<file path="config.mk">
export PLATFORM = sky130hd
export DESIGN_NAME = qspi_flash_responder
export DESIGN_NICKNAME = d
export VERILOG_FILES = /design/src/rtl/qspi_flash_responder.sv
export SDC_FILE = /design/constraint.sdc
export NUM_CORES = 1
export LEC_CHECK = 0
export BUFFER_PORTS_ARGS = -buffer_cell sky130_fd_sc_hd__buf_4
export CORE_MARGIN = 2
export CORE_UTILIZATION = 35
export CTS_CLUSTER_DIAMETER = 60
export DETAILED_ROUTE_END_ITERATION = 16
export PLACE_DENSITY = 0.6
export SYNTH_ARGS = -nofsm -noshare
export SYNTH_HDL_FRONTEND = slang
export SYNTH_SLANG_ARGS = --single-unit
</file>
<file path="constraint.sdc">
create_clock -name clk -period 5.4 [get_ports clk]
set_input_delay 0.54 -clock clk [delete_from_list [all_inputs] [get_ports clk]]
set_output_delay 0.54 -clock clk [all_outputs]
set_load 0.005 [all_outputs]
</file>
<file path="src/rtl/qspi_flash_responder.sv">
// SPI-flash target (mode 0, single lane) answering READ/FAST READ/RDID from a
// synchronous byte memory; all SPI inputs are oversampled on clk.
module qspi_flash_responder #(
  parameter int unsigned ADDR_W      = 24,
  parameter logic [23:0] JEDEC_ID    = 24'hEF4018,
  parameter int unsigned SYNC_STAGES = 2
) (
  input  logic              clk,
  input  logic              reset,
  input  logic              spi_clk,
  input  logic              spi_csb,
  input  logic              spi_mosi,
  output logic              spi_miso,
  output logic              spi_miso_oe,
  output logic              mem_rd,
  output logic [ADDR_W-1:0] mem_addr,
  input  logic [7:0]        mem_rdata,
  output logic              busy,
  output logic [7:0]        last_cmd
);

  localparam int unsigned CNT_W = 5;

  typedef enum logic [2:0] {
    S_IDLE, S_CMD, S_ADDR, S_DUMMY, S_DATA, S_ID, S_IGNORE
  } state_t;

  logic [SYNC_STAGES-1:0] r_sclk_sync;
  logic [SYNC_STAGES-1:0] r_csb_sync;
  logic [SYNC_STAGES-1:0] r_mosi_sync;
  logic                   r_sclk_d;

  state_t              r_state;
  logic [CNT_W-1:0]    r_cnt;
  logic [7:0]          r_sh8;
  logic [23:0]         r_sh24;
  logic [ADDR_W-1:0]   r_addr;
  logic [7:0]          r_prefetch;
  logic                r_rd_d;
  logic                r_miso;
  logic                r_oe;
  logic                r_mem_rd;
  logic [ADDR_W-1:0]   r_mem_addr;
  logic                r_busy;
  logic [7:0]          r_last_cmd;

  logic              w_sclk;
  logic              w_csb;
  logic              w_mosi;
  logic              w_rise;
  logic              w_fall;
  logic [7:0]        w_cmd_byte;
  logic [23:0]       w_addr_word;
  logic [ADDR_W-1:0] w_addr_next;

  assign w_sclk      = r_sclk_sync[SYNC_STAGES-1];
  assign w_csb       = r_csb_sync[SYNC_STAGES-1];
  assign w_mosi      = r_mosi_sync[SYNC_STAGES-1];
  assign w_rise      = w_sclk & ~r_sclk_d;
  assign w_fall      = ~w_sclk & r_sclk_d;
  assign w_cmd_byte  = {r_sh8[6:0], w_mosi};
  assign w_addr_word = {r_sh24[22:0], w_mosi};
  assign w_addr_next = r_addr + ADDR_W'(1);

  assign spi_miso    = r_miso;
  assign spi_miso_oe = r_oe;
  assign mem_rd      = r_mem_rd;
  assign mem_addr    = r_mem_addr;
  assign busy        = r_busy;
  assign last_cmd    = r_last_cmd;

  // Synchronizers; csb resets deasserted so the target starts idle.
  always_ff @(posedge clk or posedge reset) begin
    if (reset) begin
      r_sclk_sync <= '0;
      r_csb_sync  <= '1;
      r_mosi_sync <= '0;
      r_sclk_d    <= 1'b0;
    end else begin
      r_sclk_sync <= {r_sclk_sync[SYNC_STAGES-2:0], spi_clk};
      r_csb_sync  <= {r_csb_sync[SYNC_STAGES-2:0], spi_csb};
      r_mosi_sync <= {r_mosi_sync[SYNC_STAGES-2:0], spi_mosi};
      r_sclk_d    <= w_sclk;
    end
  end

  always_ff @(posedge clk or posedge reset) begin
    if (reset) begin
      r_state    <= S_IDLE;
      r_cnt      <= '0;
      r_sh8      <= '0;
      r_sh24     <= '0;
      r_addr     <= '0;
      r_prefetch <= '0;
      r_rd_d     <= 1'b0;
      r_miso     <= 1'b0;
      r_oe       <= 1'b0;
      r_mem_rd   <= 1'b0;
      r_mem_addr <= '0;
      r_busy     <= 1'b0;
      r_last_cmd <= '0;
    end else begin
      r_mem_rd <= 1'b0;
      r_rd_d   <= r_mem_rd;
      // Read data still lands after an abort; the next fetch overwrites it.
      if (r_rd_d) r_prefetch <= mem_rdata;

      if (w_csb) begin
        r_state <= S_IDLE;
        r_busy  <= 1'b0;
        r_oe    <= 1'b0;
        r_miso  <= 1'b0;
        r_cnt   <= '0;
      end else begin
        case (r_state)
          S_IDLE: begin
            r_state <= S_CMD;
            r_busy  <= 1'b1;
            r_cnt   <= '0;
          end
          S_CMD: if (w_rise) begin
            r_sh8 <= w_cmd_byte;
            r_cnt <= r_cnt + CNT_W'(1);
            if (r_cnt == CNT_W'(7)) begin
              r_cnt      <= '0;
              r_last_cmd <= w_cmd_byte;
              case (w_cmd_byte)
                8'h03, 8'h0B: r_state <= S_ADDR;
                8'h9F: begin
                  r_state <= S_ID;
                  r_sh24  <= JEDEC_ID;
                end
                default: r_state <= S_IGNORE;
              endcase
            end
          end
          S_ADDR: if (w_rise) begin
            r_sh24 <= w_addr_word;
            r_cnt  <= r_cnt + CNT_W'(1);
            if (r_cnt == CNT_W'(23)) begin
              r_cnt      <= '0;
              r_addr     <= w_addr_word[ADDR_W-1:0];
              r_mem_rd   <= 1'b1;
              r_mem_addr <= w_addr_word[ADDR_W-1:0];
              r_state    <= (r_last_cmd == 8'h0B) ? S_DUMMY : S_DATA;
            end
          end
          S_DUMMY: if (w_rise) begin
            r_cnt <= r_cnt + CNT_W'(1);
            if (r_cnt == CNT_W'(7)) begin
              r_cnt   <= '0;
              r_state <= S_DATA;
            end
          end
          S_DATA: if (w_fall) begin
            r_oe <= 1'b1;
            // Bit 7 of each byte comes straight from the prefetch register.
            if (r_cnt == '0) begin
              r_miso <= r_prefetch[7];
              r_sh8  <= {r_prefetch[6:0], 1'b0};
            end else begin
              r_miso <= r_sh8[7];
              r_sh8  <= {r_sh8[6:0], 1'b0};
            end
            if (r_cnt == CNT_W'(7)) begin
              r_cnt      <= '0;
              r_addr     <= w_addr_next;
              r_mem_rd   <= 1'b1;
              r_mem_addr <= w_addr_next;
            end else begin
              r_cnt <= r_cnt + CNT_W'(1);
            end
          end
          S_ID: if (w_fall) begin
            r_oe   <= 1'b1;
            r_miso <= r_sh24[23];
            r_sh24 <= {r_sh24[22:0], r_sh24[23]};
          end
          S_IGNORE: r_oe <= 1'b0;
          default: r_state <= S_IDLE;
        endcase
      end
    end
  end

endmodule

</file>
**After elaboration in Yosys (flattened, before gate mapping)**

Cells that the tools add are included.

- Memories kept: 0
- Flip-flop bits (word level): 92
- RAM bits: 0
- Output and inout port bits: 36
- Bits in read-only memories: 0
- Bits of input ports: 13
- Bits in latches: 0
- Word-level logic and storage cells: 123

- Div/mod/pow operators: 0
- Reductions and logical operators: 21
- $add $sub $neg: 2
- Eq/ne operators: 31
- Magnitude comparators: 0
- Multipliers: 0
- Multiplexer cells: 48
- Bitwise logic cells: 5
- Shift-type cells: 0

Operator list:

| cell | number |
|---|---|
| $mux 24 | 9 |
| $pmux 24 s3 | 1 |
| $pmux 24 s2 | 1 |
| $mux 5 | 6 |
| $add 24x1->24 const B | 1 |
| $mux 3 | 8 |
| $mux 8 | 3 |
| $ne 3x3->1 const B | 8 |
| $pmux 5 s4 | 1 |
| $eq 8x4->1 const B | 2 |
| $ne 2x2->1 const B | 8 |
| $pmux 8 s2 | 1 |
| $pmux 3 s5 | 1 |
| $reduce_and 7->1 | 2 |
| $mux 1 | 13 |
| $reduce_and 4->1 | 3 |
| $eq 3x3->1 const B | 3 |
| $reduce_bool 3->1 | 3 |
| $eq 8x2->1 const B | 1 |
| $eq 8x8->1 const B | 1 |
| $eq 3x2->1 const B | 2 |
| $ne 3x1->1 const B | 2 |
| $pmux 1 s2 | 3 |
| $pmux 3 s2 | 1 |
| 16 further kinds | 23 |

**Longest topological paths before layout**

- Depth in word-level cells: 7
- Depth in mapped cells: 8
- Gate-level depth less buffers: 7

**Worst setup path after synthesis**

No wires, ideal clock.

- Path type: reg2reg
- From: reg r_cnt[0]
- To: reg r_sh24[14]
- Data required time: 5,275 ps
- Buffers on the path: 1
- Cell stages (with the launch flop): 8
- Setup time: 125 ps
- Arrival: 1,713 ps
- Setup slack: 3,562 ps
- Clock period less this slack: 1,838 ps
- Cell sequence: dfrtp_1 ha_1 nand3b_1 nor2_1 a311oi_1 nor3_4 buf_8 mux2_4

- Word-level cells in the longest chain between the ends: 3

Ends and longest elaborated chain:

| item | line | RTL |
|---|---|---|
| start: declaration | 34 | `logic [CNT_W-1:0] r_cnt;` |
| start signal: assignment | 123 | `r_cnt <= r_cnt + CNT_W'(1);` |
| start signal: assignment | 139 | `r_cnt <= r_cnt + CNT_W'(1);` |
| start signal: assignment | 149 | `r_cnt <= r_cnt + CNT_W'(1);` |
| $eq 5x3->1 | 124 | `if (r_cnt == CNT_W'(7)) begin` |
| $ne 2x2->1 (no source line) | -- |  |
| $reduce_and 7->1 (no source line) | -- |  |
| end signal: assignment | 138 | `r_sh24 <= w_addr_word;` |
| end signal: assignment | 177 | `r_sh24 <= {r_sh24[22:0], r_sh24[23]};` |
| end: declaration | 36 | `logic [23:0] r_sh24;` |

No other way between the ends.
A chain may end at the register's enable or synchronous reset.

**Worst setup path after layout**

- From: reg r_state[1]
- To: reg r_mem_addr[21], in the netlist mem_addr[21]

- Word-level cells in the longest chain between the ends: 3
- Elaborated cells on any way between the ends: 9
- Classes of those cells: eq/ne: 6; mux: 1; reduce/logical: 2

Ends and longest elaborated chain:

| item | line | RTL |
|---|---|---|
| start: declaration | 33 | `state_t r_state;` |
| start signal: assignment | 145 | `r_state <= (r_last_cmd == 8'h0B) ? S_DUMMY : S_DATA;` |
| $eq 3x2->1 / $eq 3x3->1 (equally long branches) | 115 | `case (r_state)` |
| $ne 2x2->1 (no source line) / $reduce_bool 2->1 (equally long branches) | -- |  |
| $reduce_and 6->1 (no source line) | -- |  |
| end signal: assignment | 144 | `r_mem_addr <= w_addr_word[ADDR_W-1:0];` |
| end signal: assignment | 169 | `r_mem_addr <= w_addr_next;` |
| end: declaration | 43 | `logic [ADDR_W-1:0] r_mem_addr;` |

Several ways; a longest one is shown, not always the timed one.

==> summary.md <==
| Metric | Value |
|---|---|
| Delay-heaviest family, CP | compound AO/OA/AOI/OAI gates |
| Setup crit end | mem_addr[21] |
| IO Count | 49 |
| Critical Path Start Type | register |
| CP max-delay cell | dfrtp_1 |
| Max_slew headroom | between 30% and 40% |
| Hold_ws | a little over 300 ps |
| CTS resizes | 0 |
| Gr usage total | 15.3% |
| Reg2Reg Setup Slack | between 2000 and 2500 ps |
| Net Count, Synth | 485 |
| Placer Congestion | 0.843 |
| Worst path depth | 6 |
| CTS sink count | 92 |
| Post CTS Setup Buffer Count | 0 |
| CP Buf/Inv Count | 1 |
| Area delta synth->final | 16.5% |
| Storage cell area | 2300 µm² |
| Mapped Area | 4770 µm² |
| Peak VDD IR | 0.159 mV |
| Max-slew violations | 0 |
| Worst R2R End | mem_addr[21] |
| Latest clock arrival within the worst-skew pair | roughly 340 ps |
| Sw frac | 29.8% |
| CTS root buffer | clkbuf_16 |
| Leak Pwr | around 2.5 nW |
| Comb power frac | 19.9% |
| Initial antenna violation count | 0 |
| Remaining global-route overflow | 0 |
| Pre-CTS setup slack | 2260 ps |
| Slack of the critical path | around 2200 ps |
| Input/output buffers | 48 |
| Synth Register Bits | 92 |
| Cell variety after synth | 66 |
| # fillers | between 1000 and 1500 |
| Drt wl/cell | around 16 µm |
| Max stage delay on crit path | 810 ps |
| Dpl hpwl | 7330 µm |
| Die area | roughly 15000 µm² |
| CTS buffer count | 9 |
| Crit. End Element | register |
| Starting Density | between 30% and 40% |
| Worst clock skew | 6.27 ps |
| Crit-path cells | and4bb_2 > nor2b_1 > o211ai_2 > inv_2 > mux2i_1 > a311oi_1 |
| Synthesized area per cell | between 10 and 15 µm² |
| Worst-path clk slew | 70 ps |
| Clock power frac | 35.8% |
| Sw Pwr | 579 µW |
| Final min period | about 3200 ps |
| Clk buf depth | 2 |
| Post-synth EDFFs | 0 |
| Post-Synthesis Cells | ~470 |
| DRT antenna net count | 0 |
| Residual DRC count | 0 |
| Core ar. | 13300 µm² |
| Async set-reset flop share out of synthesis | 100% |
| Footprint of the multi-input gates | about 2200 µm² |
| RSZ-0062 raised after global routing | false |
| Die X | between 100 and 150 µm |
| Layout Nets | 520 |
| H-tree depth | 3 |
| Final period util | about three fifths |
| Pin count of the biggest net entering global routing | 50 |
| Int Pwr | 1.36 mW |
| Ys Warns | 0 |
| Rows | 42 |
| Hold Vio Cnt, Final | 0 |
| Ys flop type | dfrtp_1 |
| Crit path DAT | between 3000 and 4000 ps |
| Req. time, crit path | 5630 ps |
| Final WL | ~11000 µm |
| Via count | 3675 |
| TritonCTS clock tree | done |
| Share of cells above drive strength 1 | 22.4% |
| Drt pass-1 iters | 5 |
| Outcome | finished, final reports clean |
| Vias in the first global route | 3526 |
| Highest clock rate | 316 MHz |
| Initial DRC Count | 263 |
| HP Class | in2async |
| Cells on worst reg2reg path | 6 |
| First-pass GRT wire length | approximately 18000 µm |
| Power Density | 349 nW/µm² |
| Die height | 121 µm |
| Reg2reg start | r_state[1] |
| CTS Hold Bufs | 0 |
| Worst Path Class, Setup | reg2reg |
| Top fanout value on the critical path | 24 |
| CP Launch Point | r_state[1] |
| Final setup violation count | 0 |
| Register share of total power | between 40% and 50% |
| Actual slew at the worst max-slew pin | 1040 ps |
| Sequential fraction of the synthesis area | 48.3% |
| Vias/cell | 5.36 |
| Max Cap Viol | 0 |
| N_diodes | 0 |
| Setup tns final | 0 ps |
==> worst min-delay path by stage <==
| stage | cells past startpoint | end |
|---|---|---|
| floorplan | 0 | r_mosi_sync[1] |
| global placement | 0 | r_mosi_sync[1] |
| detailed placement | 0 | r_sclk_sync[1] |
| global route | 1 | r_mosi_sync[0] |
| finish | 2 | r_mosi_sync[0] |
| CTS | 1 | r_mosi_sync[0] |
==> cells in the mapped netlist (all sizes together) (3+ instances only) <==
library cell	instances	area [µm²]
nand3	12	60.1
o22ai	11	75.1
o21ai	24	120
nor2b	3	18.8
and2	3	18.8
a311oi	4	35.0
mux2i	25	250
and3	8	50.1
a2bb2oi	9	78.8
a21oi	26	130
and4	4	35.0
nor2	28	105
nand3b	5	37.5
nand2	61	229
a211oi	6	50.1
buf	16	109
a31oi	4	25.0
nand2b	10	62.6
inv	19	71.3
a211o	3	26.3
mux2	27	330
ha	3	37.5
nor4	5	52.6
nand4	9	56.3
o221a	3	33.8
or2	3	18.8
dfrtp	90	2250
clkbuf	11	42.5
nor3	8	61.3
==> registers in the layout, indices dropped and copies added (netlist names), 3 cells and up <==
name / count
r_state: 3
r_sh24: 24
r_prefetch: 8
r_cnt: 5
mem_addr: 24
r_sh8: 8
last_cmd: 8
==> power by group through the flow <==
stage	clock, mW	combinational (mW)	sequential, mW
final	0.693	0.386	0.860
after global routing	0.740	0.433	0.873
after CTS	0.706	0.388	0.859
after detailed placement	0	0.385	0.871
after global placement	0	0.379	0.870
after floorplan	0	0.355	0.814
==> layout make-up <==
class | instances | area share [%]
flip-flops and latches | 92 | 41.5
inverters | 19 | 1.31
multi-input cells | 331 | 40.4
clock buffers | 11 | 4.37
well taps | 176 | 3.97
repair buffers | 51 | 6.89
clock inverters | 5 | 1.51
==> per-layer routing <==
metal  track usage, %  vias up  wire length, µm
met3             3.44       18              439
met1             21.9     1798             5170
met2             22.9       97             5030
met4             5.38        0              159
met5                0        -                0
li1                 -     1762                -
==> metrics by stage <==
stage | cell area [µm²] | cells | power, mW | util (%)
global route | 5550 | 685 | 2.05 | 41.8
detailed placement | 5230 | 669 | 1.26 | 39.3
global placement | 5230 | 669 | 1.25 | 39.3
CTS | 5550 | 685 | 1.95 | 41.8
floorplan | 4770 | 469 | 1.17 | -
finish | 5550 | 685 | 1.94 | 41.8
==> worst register-to-register path, cell delays in order (launching register included) <==
cell and delay (ps):
dfrtp_1 810, and4bb_2 350, nor2b_1 150, o211ai_2 810, inv_2 430, mux2i_1 220, a311oi_1 290
==> cell families (layout without fill, tap and decap cells) <==
logic type / Yosys count / in the layout / share of synthesized area [%]
AOI/OAI and AO/OA: 106 / 106 / 14.9
and+or+nand+nor: 167 / 167 / 18.5
buffers and inverters: 46 / 86 / 4.67
xor gates and xnor gates: 3 / 3 / 0.551
adders and majority gates: 3 / 3 / 0.787
muxes: 52 / 52 / 12.2
DFF: 92 / 92 / 48.3
==> placed cells by master (no fill, tap or decap), drive strengths merged, types with 12 or more instances in the layout <==
| master | n |
|---|---|
| a21oi | 26 |
| buf | 51 |
| dfrtp | 90 |
| inv | 19 |
| mux2 | 27 |
| mux2i | 25 |
| nand2 | 61 |
| nand3 | 12 |
| nor2 | 28 |
| o21ai | 24 |
No activity file was read; power rests on OpenSTA's default activity.
